## src/rtl/cfg_chain_driver.sv

```systemverilog
// cfg_chain_driver
// Host-side transmitter for the serial configuration shift chain of the
// analog switch matrix. A full configuration word is taken over a
// valid/ready handshake and shifted MSB-first onto the chain. While it
// shifts, the old chain contents come back on cfg_readback. They are
// collected into rd_data and compared against the word written before.
//
// Ports:
//   clk          clock, all logic on the rising edge
//   rst          asynchronous active-high reset
//   wr_data      configuration word, bit CHAIN_LEN-1 shifted first
//   wr_valid     word offered
//   wr_ready     driver can accept a word
//   cfg_data     serial data to the chain
//   cfg_enable   chain shift enable
//   cfg_readback serial output of the chain
//   rd_data      previous chain contents, first sampled bit at MSB
//   rd_valid     one-cycle pulse, rd_data/rd_mismatch valid
//   rd_mismatch  with rd_valid: rd_data differs from the previous written word
//   busy         driver is not idle
module cfg_chain_driver #(
  parameter int CHAIN_LEN = 192,
  parameter int RB_LAT    = 1,
  parameter int GAP       = 2
) (
  input  logic                 clk,
  input  logic                 rst,
  input  logic [CHAIN_LEN-1:0] wr_data,
  input  logic                 wr_valid,
  output logic                 wr_ready,
  output logic                 cfg_data,
  output logic                 cfg_enable,
  input  logic                 cfg_readback,
  output logic [CHAIN_LEN-1:0] rd_data,
  output logic                 rd_valid,
  output logic                 rd_mismatch,
  output logic                 busy
);

  localparam int KW        = (CHAIN_LEN > 2) ? $clog2(CHAIN_LEN) : 1;
  localparam int CNT_MAX   = (RB_LAT > GAP) ? RB_LAT : GAP;
  localparam int CW        = $clog2(CNT_MAX + 1);
  localparam int TAIL_LOAD = (RB_LAT > 0) ? RB_LAT - 1 : 0;
  localparam int GAP_LOAD  = GAP - 1;

  localparam logic [KW-1:0] K_LAST   = KW'(CHAIN_LEN - 1);
  localparam logic [CW-1:0] TAIL_CNT = CW'(TAIL_LOAD);
  localparam logic [CW-1:0] GAP_CNT  = CW'(GAP_LOAD);

  localparam logic [1:0] S_IDLE  = 2'd0;
  localparam logic [1:0] S_SHIFT = 2'd1;
  localparam logic [1:0] S_TAIL  = 2'd2;
  localparam logic [1:0] S_GAP   = 2'd3;

  logic [1:0]           state_q, state_d;
  logic [KW-1:0]        k_q, k_d;
  logic [CW-1:0]        cnt_q, cnt_d;
  logic [CHAIN_LEN-1:0] word_q, word_d;
  logic [CHAIN_LEN-1:0] shift_q, shift_d;
  logic                 wr_ready_q, wr_ready_d;
  logic                 cfg_data_q, cfg_data_d;
  logic                 cfg_enable_q, cfg_enable_d;
  logic                 busy_q, busy_d;

  logic [KW-1:0]        s_q, s_d;
  logic [CHAIN_LEN-1:0] rb_sr_q, rb_sr_d;
  logic [CHAIN_LEN-1:0] rd_data_q, rd_data_d;
  logic                 rd_valid_q, rd_valid_d;
  logic                 rd_mismatch_q, rd_mismatch_d;
  logic [CHAIN_LEN-1:0] prev_word_q, prev_word_d;
  logic                 prev_valid_q, prev_valid_d;
  logic                 strobe;

  assign wr_ready    = wr_ready_q;
  assign cfg_data    = cfg_data_q;
  assign cfg_enable  = cfg_enable_q;
  assign busy        = busy_q;
  assign rd_data     = rd_data_q;
  assign rd_valid    = rd_valid_q;
  assign rd_mismatch = rd_mismatch_q;

  // Transfer sequencer. The outputs are registered, so each branch computes
  // what the chain should see in the following cycle: the handshake already
  // loads the MSB so shifting starts in the very next cycle. shift_q holds the
  // bits still to be sent, left-aligned. word_q keeps the whole word for the
  // later readback comparison.
  always_comb begin
    state_d      = state_q;
    k_d          = k_q;
    cnt_d        = cnt_q;
    word_d       = word_q;
    shift_d      = shift_q;
    wr_ready_d   = wr_ready_q;
    cfg_data_d   = cfg_data_q;
    cfg_enable_d = cfg_enable_q;
    busy_d       = busy_q;
    case (state_q)
      S_IDLE: begin
        wr_ready_d = 1'b1;
        busy_d     = 1'b0;
        if (wr_valid && wr_ready_q) begin
          state_d      = S_SHIFT;
          word_d       = wr_data;
          shift_d      = {wr_data[CHAIN_LEN-2:0], 1'b0};
          k_d          = '0;
          cfg_enable_d = 1'b1;
          cfg_data_d   = wr_data[CHAIN_LEN-1];
          wr_ready_d   = 1'b0;
          busy_d       = 1'b1;
        end
      end
      S_SHIFT: begin
        if (k_q == K_LAST) begin
          cfg_enable_d = 1'b0;
          cfg_data_d   = 1'b0;
          if (RB_LAT > 0) begin
            state_d = S_TAIL;
            cnt_d   = TAIL_CNT;
          end else begin
            state_d = S_GAP;
            cnt_d   = GAP_CNT;
          end
        end else begin
          k_d        = k_q + 1'b1;
          cfg_data_d = shift_q[CHAIN_LEN-1];
          shift_d    = {shift_q[CHAIN_LEN-2:0], 1'b0};
        end
      end
      S_TAIL: begin
        if (cnt_q == '0) begin
          state_d = S_GAP;
          cnt_d   = GAP_CNT;
        end else begin
          cnt_d = cnt_q - 1'b1;
        end
      end
      default: begin
        if (cnt_q == '0) begin
          state_d    = S_IDLE;
          wr_ready_d = 1'b1;
          busy_d     = 1'b0;
        end else begin
          cnt_d = cnt_q - 1'b1;
        end
      end
    endcase
  end

  // Sequencer state. Reset drops cfg_enable immediately, which aborts any
  // transfer in flight and leaves the chain partly shifted.
  always_ff @(posedge clk or posedge rst) begin
    if (rst) begin
      state_q      <= S_IDLE;
      k_q          <= '0;
      cnt_q        <= '0;
      word_q       <= '0;
      shift_q      <= '0;
      wr_ready_q   <= 1'b0;
      cfg_data_q   <= 1'b0;
      cfg_enable_q <= 1'b0;
      busy_q       <= 1'b0;
    end else begin
      state_q      <= state_d;
      k_q          <= k_d;
      cnt_q        <= cnt_d;
      word_q       <= word_d;
      shift_q      <= shift_d;
      wr_ready_q   <= wr_ready_d;
      cfg_data_q   <= cfg_data_d;
      cfg_enable_q <= cfg_enable_d;
      busy_q       <= busy_d;
    end
  end

  // The chain output lags the driven bit by RB_LAT cycles, so the enable is
  // delayed by the same amount to mark the cycles where cfg_readback holds
  // an old chain bit.
  generate
    if (RB_LAT == 0) begin : g_no_dly
      assign strobe = cfg_enable_q;
    end else begin : g_dly
      logic [RB_LAT-1:0] en_dly_q, en_dly_d;

      always_comb begin
        en_dly_d    = en_dly_q << 1;
        en_dly_d[0] = cfg_enable_q;
      end

      always_ff @(posedge clk or posedge rst) begin
        if (rst) en_dly_q <= '0;
        else     en_dly_q <= en_dly_d;
      end

      assign strobe = en_dly_q[RB_LAT-1];
    end
  endgenerate

  // Readback capture. The first sampled bit ends up at the MSB. When the
  // last bit arrives, the completed word is published together with its
  // comparison against the word from the previous transfer. Then the current
  // word becomes the reference for the next transfer. word_q is still stable
  // here because the gap keeps the sequencer from accepting a new word yet.
  always_comb begin
    s_d           = s_q;
    rb_sr_d       = rb_sr_q;
    rd_data_d     = rd_data_q;
    rd_valid_d    = 1'b0;
    rd_mismatch_d = rd_mismatch_q;
    prev_word_d   = prev_word_q;
    prev_valid_d  = prev_valid_q;
    if (strobe) begin
      rb_sr_d = {rb_sr_q[CHAIN_LEN-2:0], cfg_readback};
      if (s_q == K_LAST) begin
        s_d           = '0;
        rd_data_d     = rb_sr_d;
        rd_valid_d    = 1'b1;
        rd_mismatch_d = prev_valid_q && (rb_sr_d != prev_word_q);
        prev_word_d   = word_q;
        prev_valid_d  = 1'b1;
      end else begin
        s_d = s_q + 1'b1;
      end
    end
  end

  // Readback state. Clearing prev_valid on reset means the first report
  // after a reset never flags a mismatch, whatever the chain holds.
  always_ff @(posedge clk or posedge rst) begin
    if (rst) begin
      s_q           <= '0;
      rb_sr_q       <= '0;
      rd_data_q     <= '0;
      rd_valid_q    <= 1'b0;
      rd_mismatch_q <= 1'b0;
      prev_word_q   <= '0;
      prev_valid_q  <= 1'b0;
    end else begin
      s_q           <= s_d;
      rb_sr_q       <= rb_sr_d;
      rd_data_q     <= rd_data_d;
      rd_valid_q    <= rd_valid_d;
      rd_mismatch_q <= rd_mismatch_d;
      prev_word_q   <= prev_word_d;
      prev_valid_q  <= prev_valid_d;
    end
  end

endmodule

```

## config.mk

```make
export PLATFORM = sky130hd
export DESIGN_NAME = cfg_chain_driver
export DESIGN_NICKNAME = d
export VERILOG_FILES = /design/src/rtl/cfg_chain_driver.sv
export SDC_FILE = /design/constraint.sdc
export NUM_CORES = 2
export LEC_CHECK = 0
export BUFFER_PORTS_ARGS = -buffer_cell sky130_fd_sc_hd__buf_2
export CAP_MARGIN = 20
export CORE_MARGIN = 5
export CORE_UTILIZATION = 64
export DETAILED_ROUTE_END_ITERATION = 10
export PLACE_DENSITY = 0.84
export SLEW_MARGIN = 5
export SYNTH_ARGS = -nofsm -noshare
export SYNTH_HDL_FRONTEND = slang
export SYNTH_SLANG_ARGS = --single-unit
```

## constraint.sdc

```tcl
create_clock -name clk -period 82.5 [get_ports clk]
set_clock_uncertainty 0.05 [all_clocks]
set_input_delay 16.5 -clock clk [delete_from_list [all_inputs] [get_ports clk]]
set_output_delay 16.5 -clock clk [all_outputs]
set_load 0.03 [all_outputs]
```

==> run metrics <==
status=finished with violations; failing checks=max-slew violations; post-route ant nets=0; clock buffer count from CTS=between 90 and 100; Slew Limit Headroom=-0.524%; Hold Crit Class=flip-flop to flip-flop; Place WS=62,350 ps; Hold-fix buffers, CTS=0; Fmax=51.9 MHz; Initial Utilization=about 64%; CTS clk-pin slew, worst paths=60 ps; Setup Fix Bufs, Post-CTS=0; setup TNS=0 ps; endpoint class of the critical path=async pin; critical path arrival=just under 20,000 ps; GPL Wtd Cong=0.864; Seq/Total Area, Yosys=60.8%; H-tree levels=3; Clk Latency, worst-skew pair=650 ps; most common cell after layout, fill and taps aside=nand2_1; PD cells=31.9 nW/um^2; HPWL after DPL=72,900 microns; syn avg cell area=11.1 sq um; all-layer global routing usage=32.0%; drt wl/cell=about 23 microns; DIE AREA=68,600 sq um; Crit Path Category=input pin to async pin; WHS=377 ps; initial detailed-routing violation count=2,960; RSZ-0062 raised after global routing=no; Final Cycle Share=23.4%; FP Rows=92; CTS Buffer Depth=3; Yosys cell types=43; vias in the first global route=28,768; WP data required=83,000 ps; WL final=~110,000 microns; CP max stage cell=buf_4; syn_nets=3,855; drt via density=about 5.8; worst path cell trace=buf_2, inv_8, buf_4, buf_4, buf_4; Post-layout nets=between 4,000 and 5,000; leak pwr=24.5 nW; Die X=roughly 260 microns; largest net degree at the start of global routing=230; DRT Pass-1 Iters=8; CTS tree=yes; crit path launch type=input pin; Cell Area, Synth=40,600 sq um; Die H=around 260 microns; Placeable Area=63,000 sq um; Synth Area in XOR/XNOR=about 4.3%; largest family of logic cells by synthesized area=multiplexers; Final min period=19,270 ps; via total after detailed routing=28,689; TritonCTS Sinks=between 900 and 1,000; I/O Pins=a little under 400; Synth Area in Adders=less than 1%; post-cts sizing count=0; Post-Synth Simple-Gate Area=14.0%; R2R Setup Slk=78,110 ps; max cap viols=0; YS warnings=0; Gate Count Post-Synth=3,651; Slew Viols, Final=12; Final WS setup=63,230 ps; first-pass GRT wire length=approximately 170,000 microns; peak supply drop=29.4 uV; CP max FO=103; total gr overflow=0; Layout area overhead=13.8%; CP max stage delay=about 840 ps; worst-margin pin slew=1510 ps; utilization after layout=around three quarters; final setup vio count=0; share of cells above drive strength 1=23.6%; initial antenna violation count=20; Root Driver=clkbuf_16; synthesized flop and latch total=986; Synth Area in Compound Gates=roughly 2.9%; final hold vios=0; most used cell along the critical path=buf_4; proportion of synthesized area in mux cells=15.3%; DRC viols=0; IO buf count=between 300 and 400; commonest non-fill, non-tap cells in the layout=nand2_1 (1,164), dfrtp_1 (985), buf_2 (393), mux2_2 (383), nor2_1 (206)
sequential cells by signal, indices dropped and copies added (netlist names), 2 cells and up:
name	count
state_q	2
shift_q	191
rd_data	192
k_q	8
rb_sr_q	191
word_q	192
prev_word_q	192
cnt_q	2
s_q	8
path summary, 6_finish.rpt:
kind | to | cells past startpoint | start
min | g_dly.en_dly_q$_DFF_PP0_ | 0 | cfg_enable$_DFFE_PP0P_
max | g_dly.en_dly_q$_DFF_PP0_ | 5 | rst
min reg2reg | g_dly.en_dly_q$_DFF_PP0_ | 0 | cfg_enable$_DFFE_PP0P_
min in group asynchronous | word_q[64]$_DFFE_PP0P_ | 2 | rst
max in group clk | shift_q[64]$_DFFE_PP0P_ | 8 | wr_valid
max reg2reg | rd_data[181]$_DFFE_PP0P_ | 7 | g_dly.en_dly_q$_DFF_PP0_
per-layer routing:
metal	GRT usage [%]	routed length, microns	vias up
li1	-	-	12648
met1	44.0	43800	14631
met4	13.3	4640	8
met2	51.1	53600	1176
met5	0	54	-
met3	6.09	8510	226
worst max-delay path, delay by kind of cell:
kind / cells / cell delay [ps]
buf+inv: 5 / 3000
cells in the mapped netlist:
master / count / area, sq um
a211o_1: 1 / 8.76
nand3_1: 4 / 20.0
inv_1: 9 / 33.8
clkinv_2: 1 / 5.00
and2_0: 1 / 6.26
and3_1: 3 / 18.8
nand2b_1: 1 / 6.26
clkbuf_1: 86 / 323
o31ai_1: 2 / 15.0
nor2b_1: 1 / 6.26
or4_1: 1 / 7.51
a21boi_1: 1 / 7.51
o22ai_1: 1 / 6.26
a311oi_1: 1 / 8.76
a221oi_1: 1 / 8.76
a31o_1: 1 / 8.76
nor3_1: 2 / 10.0
a21o_1: 2 / 15.0
o22a_1: 1 / 8.76
buf_1: 4 / 15.0
nand2_1: 1164 / 4370
o21bai_1: 1 / 7.51
a21oi_1: 195 / 976
or3_1: 2 / 12.5
nand3b_1: 1 / 7.51
a31oi_1: 3 / 18.8
dfrtp_1: 986 / 24700
o221ai_1: 1 / 8.76
nor4_1: 45 / 282
mux2i_1: 190 / 1900
nand4_1: 23 / 144
nor2_1: 206 / 773
or3_4: 1 / 11.3
xnor2_1: 26 / 228
a22o_1: 2 / 17.5
buf_2: 64 / 320
o21a_1: 1 / 7.51
xor2_1: 173 / 1520
ha_1: 8 / 100
mux2_2: 383 / 4310
o21ai_0: 12 / 60.1
buf_4: 36 / 270
buf_6: 4 / 45.0
cell families (layout without fill, tap and decap cells):
logic type | Yosys count | in the layout
AO/OA/AOI/OAI | 226 | 226
XOR/XNOR | 199 | 199
adder cells (fa/ha/maj) | 8 | 8
buffers and inverters | 204 | 602
flip-flops | 986 | 986
multiplexers | 573 | 573
other | 0 | 18
AND/OR/NAND/NOR | 1455 | 1455
area by class of cell:
type,instances,area (sq um)
fill,3991,16800
tap,846,1060
multi-input combinational,2461,14900
clock inverter,24,302
inverter,10,57.6
timing repair buffer,420,2230
clock buffer,148,2870
sequential,986,24700
antenna,18,45.0
power breakdown:
| part | switching, W | internal, W | total [W] |
|---|---|---|---|
| clock | 0.000186 | 0.000258 | 0.000444 |
| sequential | 0.0000754 | 0.000595 | 0.000670 |
| combinational | 0.000199 | 0.000160 | 0.000359 |
metrics by stage:
stage                     cells  total power [W]  cell area (sq um)
after floorplan            3651         0.000938              40600
final                      4913          0.00147              46200
after global routing       4907          0.00154              46200
after global placement     4722          0.00100              42900
after detailed placement   4722          0.00102              42900
after CTS                  4894          0.00147              46100
(Power assumes the default switching activity.)
